### src/rtl/awaddr_ddr_fifo_aw_issuer.sv
// AW-address DDR FIFO drain engine: pops {len,addr} words into a 2-entry prefetch queue and
// issues them as AXI4 AW beats, throttled by the count of bursts still awaiting a B response.
module awaddr_ddr_fifo_aw_issuer #(
   parameter int         c_ADDR_WIDTH   = 28,
   parameter int         c_LEN_WIDTH    = 4,
   parameter int         c_ID_WIDTH     = 4,
   parameter int         c_AWID         = 0,
   parameter logic [2:0] c_AWSIZE       = 3'd5,
   parameter int         c_MAX_OUTSTAND = 8
) (
   input  logic                                rd_clk,
   input  logic                                rd_rst,
   input  logic [c_ADDR_WIDTH+c_LEN_WIDTH-1:0] fifo_rd_data,
   input  logic                                fifo_rd_empty,
   output logic                                fifo_rd_en,
   output logic [c_ID_WIDTH-1:0]               m_axi_awid,
   output logic [c_ADDR_WIDTH-1:0]             m_axi_awaddr,
   output logic [7:0]                          m_axi_awlen,
   output logic [2:0]                          m_axi_awsize,
   output logic [1:0]                          m_axi_awburst,
   output logic                                m_axi_awvalid,
   input  logic                                m_axi_awready,
   input  logic                                m_axi_bvalid,
   input  logic [1:0]                          m_axi_bresp,
   output logic                                m_axi_bready,
   output logic [7:0]                          outstanding,
   output logic                                err_bresp,
   output logic                                err_unexp_b,
   output logic                                idle
);

   localparam logic [7:0] MAX_O = 8'(c_MAX_OUTSTAND);

   typedef struct packed {
      logic [c_LEN_WIDTH-1:0]  len;
      logic [c_ADDR_WIDTH-1:0] addr;
   } aw_ent_t;

   aw_ent_t    q0, q1, din;
   logic [1:0] occ;
   logic       pop_pending, run, hs, b_acc;

   assign din = aw_ent_t'(fifo_rd_data);
   assign hs  = m_axi_awvalid && m_axi_awready;
   assign b_acc = m_axi_bvalid && run;

   // A same-cycle dequeue frees a slot, which keeps the pop stream gapless under awready=1.
   assign fifo_rd_en = run && !fifo_rd_empty &&
                       (({1'b0, occ} + {2'b00, pop_pending} - {2'b00, hs}) < 3'd2);

   assign m_axi_awvalid = run && (occ != 2'd0) && (outstanding < MAX_O);
   assign m_axi_awaddr  = q0.addr;
   assign m_axi_awlen   = 8'(q0.len);
   assign m_axi_awid    = c_ID_WIDTH'(c_AWID);
   assign m_axi_awsize  = c_AWSIZE;
   assign m_axi_awburst = 2'b01;
   assign m_axi_bready  = run;
   assign idle          = (occ == 2'd0) && !pop_pending && (outstanding == 8'd0);

   always_ff @(posedge rd_clk or posedge rd_rst) begin
      if (rd_rst) begin
         run         <= 1'b0;
         pop_pending <= 1'b0;
         occ         <= 2'd0;
         q0          <= '0;
         q1          <= '0;
         outstanding <= 8'd0;
         err_bresp   <= 1'b0;
         err_unexp_b <= 1'b0;
      end else begin
         run         <= 1'b1;
         pop_pending <= fifo_rd_en;

         if (pop_pending && hs) begin
            if (occ == 2'd2) begin
               q0 <= q1;
               q1 <= din;
            end else begin
               q0 <= din;
            end
         end else if (hs) begin
            q0  <= q1;
            occ <= occ - 2'd1;
         end else if (pop_pending) begin
            if (occ == 2'd0) q0 <= din;
            else             q1 <= din;
            occ <= occ + 2'd1;
         end

         case ({hs, b_acc})
            2'b10:   outstanding <= outstanding + 8'd1;
            2'b01:   if (outstanding != 8'd0) outstanding <= outstanding - 8'd1;
            default: ;
         endcase

         if (b_acc && !hs && (outstanding == 8'd0)) err_unexp_b <= 1'b1;
         if (b_acc && (m_axi_bresp != 2'b00))       err_bresp   <= 1'b1;
      end
   end

endmodule

### config.mk
export PLATFORM = sky130hd
export DESIGN_NAME = awaddr_ddr_fifo_aw_issuer
export DESIGN_NICKNAME = d
export VERILOG_FILES = /design/src/rtl/awaddr_ddr_fifo_aw_issuer.sv
export SDC_FILE = /design/constraint.sdc
export NUM_CORES = 1
export LEC_CHECK = 0
export BUFFER_PORTS_ARGS = -buffer_cell sky130_fd_sc_hd__buf_4
export CORE_MARGIN = 2
export CORE_UTILIZATION = 40
export DETAILED_ROUTE_END_ITERATION = 10
export GPL_TIMING_DRIVEN = 0
export RECOVER_POWER = 25
export SLEW_MARGIN = 5
export SYNTH_ARGS = -nofsm -noshare
export SYNTH_HDL_FRONTEND = slang
export SYNTH_SLANG_ARGS = --single-unit
### constraint.sdc
create_clock -name rd_clk -period 2.6 [get_ports rd_clk]
set_clock_uncertainty 0.1 [all_clocks]
set_input_delay 0.13 -clock rd_clk [delete_from_list [all_inputs] [get_ports rd_clk]]
set_output_delay 0.13 -clock rd_clk [all_outputs]
set_load 0.005 [all_outputs]
==> results of run 1 <==
-- layout by cell type (no fill, tap or decap), drive strengths merged, types with 3 or more instances in the layout --
cell type,synthesis,layout
nor3,4,4
ha,5,5
mux2,65,65
nand2,102,102
a32oi,32,32
nand3,4,4
a31oi,8,8
dlygate4sd3,0,36
buf,25,125
xor2,7,7
conb,2,14
clkbuf,18,31
a21oi,27,27
nor2,9,9
and2,3,3
xnor2,4,4
dfrtp,78,78
-- registers in the layout, indices dropped and copies added (netlist names) --
register,cells
q1,32
err_unexp_b,1
pop_pending,1
m_axi_awaddr,28
m_axi_awlen,4
occ,2
outstanding,8
err_bresp,1
m_axi_bready,1
-- final timing paths --
path	endpoint	startpoint	cells past startpoint	slack [ns]
worst max-delay path	fifo_rd_en	occ[0]	10	-0.17
min in group rd_clk	outstanding[0]	m_axi_bvalid	4	0.26
worst max register to register	q1[7]	outstanding[4]	10	-0.05
worst min-delay path	pop_pending	rd_rst	3	0.26
max in group asynchronous	occ[1]	rd_rst	4	0.76
worst min register to register	err_unexp_b	err_unexp_b	1	0.39
-- logic make-up (layout without fill, tap and decap cells) --
family	count (synthesis)	in the layout	share of synthesized area
simple gates	133	133	0.133
fa+ha+maj	6	6	0.0186
buf+inv	46	198	0.0639
compound gates	75	75	0.128
mux	67	67	0.194
xor+xnor	11	11	0.0217
other cells	2	14	0.00169
flops	78	78	0.439
-- stage by stage --
step | std cells | setup TNS, ns | instance area (µm²) | total power [mW] | util
finish | 722 | -1.27 | 6180 | 6.15 | 0.570
floorplan | 430 | 0 | 4510 | 3.90 | -
detailed placement | 655 | -36.45 | 5350 | 4.86 | 0.493
global placement | 654 | -92.79 | 5320 | 4.78 | 0.490
CTS | 719 | -1.97 | 6140 | 6.13 | 0.567
global route | 722 | -4.94 | 6180 | 6.60 | 0.570
-- worst max-delay path: stages (launching register included) --
cell and delay, ns:
dfrtp_1 0.38, buf_6 0.14, o21a_4 0.23, nand3_4 0.12
inv_4 0.08, buf_8 0.16, ha_4 0.17, fa_2 0.55
nand2_2 0.07, nor3_4 0.17, buf_4 0.13
-- cells in the mapped netlist (2+ instances only) --
cell | n | area, µm²
xor2_1 | 7 | 61.3
a21oi_1 | 27 | 135
nor2_1 | 8 | 30.0
o21bai_1 | 2 | 15.0
nand2_1 | 102 | 383
mux2_2 | 33 | 372
xnor2_1 | 4 | 35.0
ha_1 | 5 | 62.6
clkbuf_1 | 17 | 63.8
inv_1 | 2 | 7.51
mux2i_1 | 2 | 20.0
a32oi_1 | 32 | 280
nor3_1 | 3 | 15.0
mux2_1 | 2 | 22.5
a31o_2 | 2 | 17.5
buf_2 | 4 | 20.0
buf_4 | 14 | 105
nand4b_1 | 2 | 17.5
dfrtp_1 | 78 | 1950
nand3_1 | 3 | 15.0
buf_6 | 7 | 78.8
nor2b_1 | 2 | 12.5
a31oi_1 | 8 | 50.1
mux2_4 | 30 | 450
conb_1 | 2 | 7.51
-- routing by layer --
metal,up-vias,global-route usage,part of all wire
met5,-,0,0
met4,0,0.0615,0.0087
met3,8,0.0285,0.038
met2,88,0.340,0.49
met1,1797,0.267,0.46
li1,1780,-,-
-- area by class of cell --
class / instances / area [µm²]
inverters: 3 / 15.0
plain buffers: 42 / 327
flip-flops and latches: 78 / 1960
clock buffers: 12 / 155
multi-input cells: 306 / 2350
fillers: 947 / 4660
well taps: 140 / 175
repair buffers: 138 / 1130
clock inverters: 3 / 67.6
-- power by group --
group	internal [mW]	switching, mW	leakage (nW)	total [mW]
Sequential	1.80	0.450	0.942	2.25
Combinational	1.65	1.21	1.78	2.86
Clock	0.589	0.451	0.109	1.04
-- repair_timing --
action	4_1_cts	5_1_grt
gates resized for setup	31	9
endpoints found under the hold margin	111	0
pin swaps	8	4
endpoints found under the setup margin	66	62
hold buffers	36	0
setup buffers	15	3
==> reports/metrics.cfg, run 1 <==
[drt]
remaining_drc_errors = 0
drt-initial-drc-count = 256
dr.pass1.iters = 4
num_vias = 3673
viasPerCell = 5.09
ant_nets = 0
drt-total-wl_um = 11500
avgRoutedWirePerCell_um = 15.9

[logic_synthesis]
yosysSeqAreaShare = 0.439
syn_area_per_cell_um2 = 10.6
synthCells = 418
ys.flop_type = dfrtp_1
yosysUniqueCellTypes = 45
synth_edf_count = 0
ys_ff_latch = 78
ys.warnings.count = 0
synthesis.area_mm2 = 0.00445
async_flop_share = 1.00

[place]
portBuffers = 84
dpl.hpwl_um = 7540
gp_congestion = 0.775
dp_slack_ns = -0.708

[sta]
setup-violations-final = 32
slew_violations = 0
setup_ws_ns = -0.172
fin_crit_sh = 1.07
slew_headroom = 0.377
final-hold-violation-count = 0
worst_pin_slew_ns = 0.935
min_period_ns = 2.77
hold_ws_ns = 0.262
fmax_mhz = 361
rsz0062_at_grt = true

[floorplanning]
initial_core_util = 0.410
core_area_mm2 = 0.0108
die-area_mm2 = 0.0120
die_w_um = 109
rows = 38
ios = 98
dieHeight_um = 109

[grt]
grt_pass1_wl_um = 18700
grt_usage = 0.201
grt_overflow = 0
antenna_found_initial = 0
grt_max_degree = 67
grt_pass1_vias = 3641

[clock_network]
clk_pin_slew_ns = 0.08
clockBufferDepth = 2
cts-root-buf = clkbuf_8
htree_levels = 3
clock_latency_ns = 0.35
cts_num_sinks = 78
cts_made_buffers = 9
cts_tree = built

[worst_setup_path]
cp_max_fo = 11
path_class = reg -> out
setup.worst_path.start_class = flip-flop
required_ns = 2.37
cp.arrival_ns = 2.54
worstSetupEndpointType = output pin

[status]
violations = negative setup slack
status = complete, but fails checks

[power]
powerDensity_mw_per_mm2 = 996
vdd.ir_drop.worst_v = 0.000533
power_leakage_nw = 2.84

[hold_path]
hp-class = in -> async

[layout]
drive_above_1_share = 0.412
diodes = 0
nets = 623
area_growth_pct = 39.0

[job]
maxCapViolCount = 0

Note: power is estimated with default switching activity, not from simulation.
==> run 2, diff against run 1 <==
Settings changed: SKIP_CTS_REPAIR_TIMING from default to 1.
==> run 2 against run 1 <==
The run still ends with negative setup slack left. Flip-flop and latch count stayed put. Routed wire length is 1.9% lower. First-iteration DRC count is 20% lower. Clock-buffer cell count stayed put. Clock power hardly changed. Sequential power is 2% higher. Die area stayed put. Design area is 0.89% lower. Critical path depth is 1 lower. Global-route usage is 1.0 points lower. Cell count is 0.83% lower.
==> reports/metrics.cfg, run 2 (same netlist as run 1, synthesis figures left out) <==
[power]
power_leakage_nw = 2.81
pwr-share-comb = 0.456
netSwitchingPower_mw = 2.09
power.internal_mw = 4.01
p_sw_frac = 0.342
powerDensity_mw_per_mm2 = 997
clkPwrFrac = 0.169
p_seq_frac = 0.375
vdd.ir_drop.worst_v = 0.000540

[floorplanning]
ios = 98
dieHeight_um = 109
die_w_um = 109
core_area_mm2 = 0.0108
rows = 38
die-area_mm2 = 0.0120
initial_core_util = 0.410

[drt]
avgRoutedWirePerCell_um = 15.7
wl_met3_um = 532
drt-initial-drc-count = 206
num_vias = 3668
wl_met1_um = 5200
dr.pass1.iters = 4
remaining_drc_errors = 0
routed.top_layer = met4
viasPerCell = 5.12
ant_nets = 0
wl_met2_um = 5410
drt-total-wl_um = 11300

[worst_setup_path]
critPathBufInv = 2
r2r_start = outstanding[3]
path_class = reg -> out
rr_worst_depth = 10
cp_max_fo = 9
crit_path_end = fifo_rd_en
critPathMaxStageDelay_ns = 0.57
cp.arrival_ns = 2.63
crit_start = outstanding[3]
reg2reg_slack_ns = -0.15
path_cells = nor3b_4, nand3_4, buf_8, ha_4, nand2_4, fa_2, nand2_2, nor3_4, buf_4
required_ns = 2.37
crit-reg2reg-capture = q1[7]
cp_num_cells = 9
cpLargestDelayFamily = adder cells
worstSetupEndpointType = output pin
crit_slowest_cell = fa_2
setup.worst_path.start_class = flip-flop

[sta]
slew_violations = 0
slew_headroom = 0.379
rsz0062_at_grt = true
setup-violations-final = 31
setup_ws_ns = -0.257
final-hold-violation-count = 0
worst_pin_slew_ns = 0.931
hold_ws_ns = 0.0264
min_period_ns = 2.86
fin_crit_sh = 1.10
fmax_mhz = 350

[layout]
nets = 617
finish.instance_area_mm2 = 0.00612
layout_commonest_cell = buf_4
diodes = 0
final_cell_mix = buf_4, nand2_1, dfrtp_1
area_growth_pct = 37.8
largest-register = q1
drive_above_1_share = 0.406
largest_reg_flops = 32

[clock_network]
clockBufferDepth = 2
cts-root-buf = clkbuf_8
htree_levels = 3
cts_made_buffers = 9
clk_pin_slew_ns = 0.08
cts_num_sinks = 78
clock_latency_ns = 0.34
cts_tree = built

[grt]
grt_pass1_vias = 3441
grt_usage = 0.191
grt_pass1_wl_um = 17700
grt_max_degree = 67
antenna_found_initial = 0
grt_overflow = 0

[status]
status = complete, but fails checks
violations = negative setup slack

[hold_path]
hp-class = in -> reg

[place]
portBuffers = 84
dpl.hpwl_um = 7540
gp_congestion = 0.775
placed_area_mm2 = 0.00535

[job]
maxCapViolCount = 0

run 2: per-stage QoR:
step | utilization | worst slack, ns | total power, mW | instances | setup TNS (ns)
4_1_cts | 0.514 | -0.738 | 5.92 | 670 | -37.87
3_5_place_dp | 0.493 | -0.708 | 4.86 | 655 | -36.45
2_1_floorplan | - | 0.000267 | 3.90 | 430 | 0
6_report | 0.565 | -0.257 | 6.11 | 716 | -4.18
3_3_place_gp | 0.490 | -0.755 | 4.78 | 654 | -92.79
5_1_grt | 0.565 | -0.391 | 6.55 | 716 | -8.77
run 2: how the worst min path moves through the flow:
stage | end | cells after the start | start | slack [ns]
after global routing | err_bresp | 3 | m_axi_bvalid | 0.03
after global placement | pop_pending | 2 | fifo_rd_empty | 0.21
after detailed placement | outstanding[4] | 2 | rd_rst | -0.03
after floorplan | pop_pending | 1 | fifo_rd_empty | 0.13
after CTS | pop_pending | 2 | rd_rst | -0.41
final | err_bresp | 3 | m_axi_bvalid | 0.03
run 2: tightest hold or removal path, cell delays in order:
cell and delay (ns):
buf_4 0.12, nand2_1 0.11, o21bai_1 0.08
run 2: routing by layer:
layer,track usage,vias to the layer above
met2,0.317,99
li1,-,1764
met5,0,-
met1,0.255,1795
met3,0.0308,10
met4,0.0588,0
run 2: final cells by class:
cell class	instances	area, µm²
fillers	976	4720
clock buffers	12	155
flip-flops and latches	78	1960
inverters	3	15.0
plain buffers	42	327
multi-input cells	306	2340
well taps	140	175
repair buffers	132	1080
clock inverters	3	67.6
run 2: power by group through the flow:
stage               Clock, mW  Sequential (mW)  Combinational (mW)
detailed placement          0             2.27                2.59
floorplan                   0             2.20                1.70
finish                   1.03             2.29                2.78
CTS                      1.06             2.25                2.61
global route             1.12             2.38                3.05
global placement            0             2.24                2.53
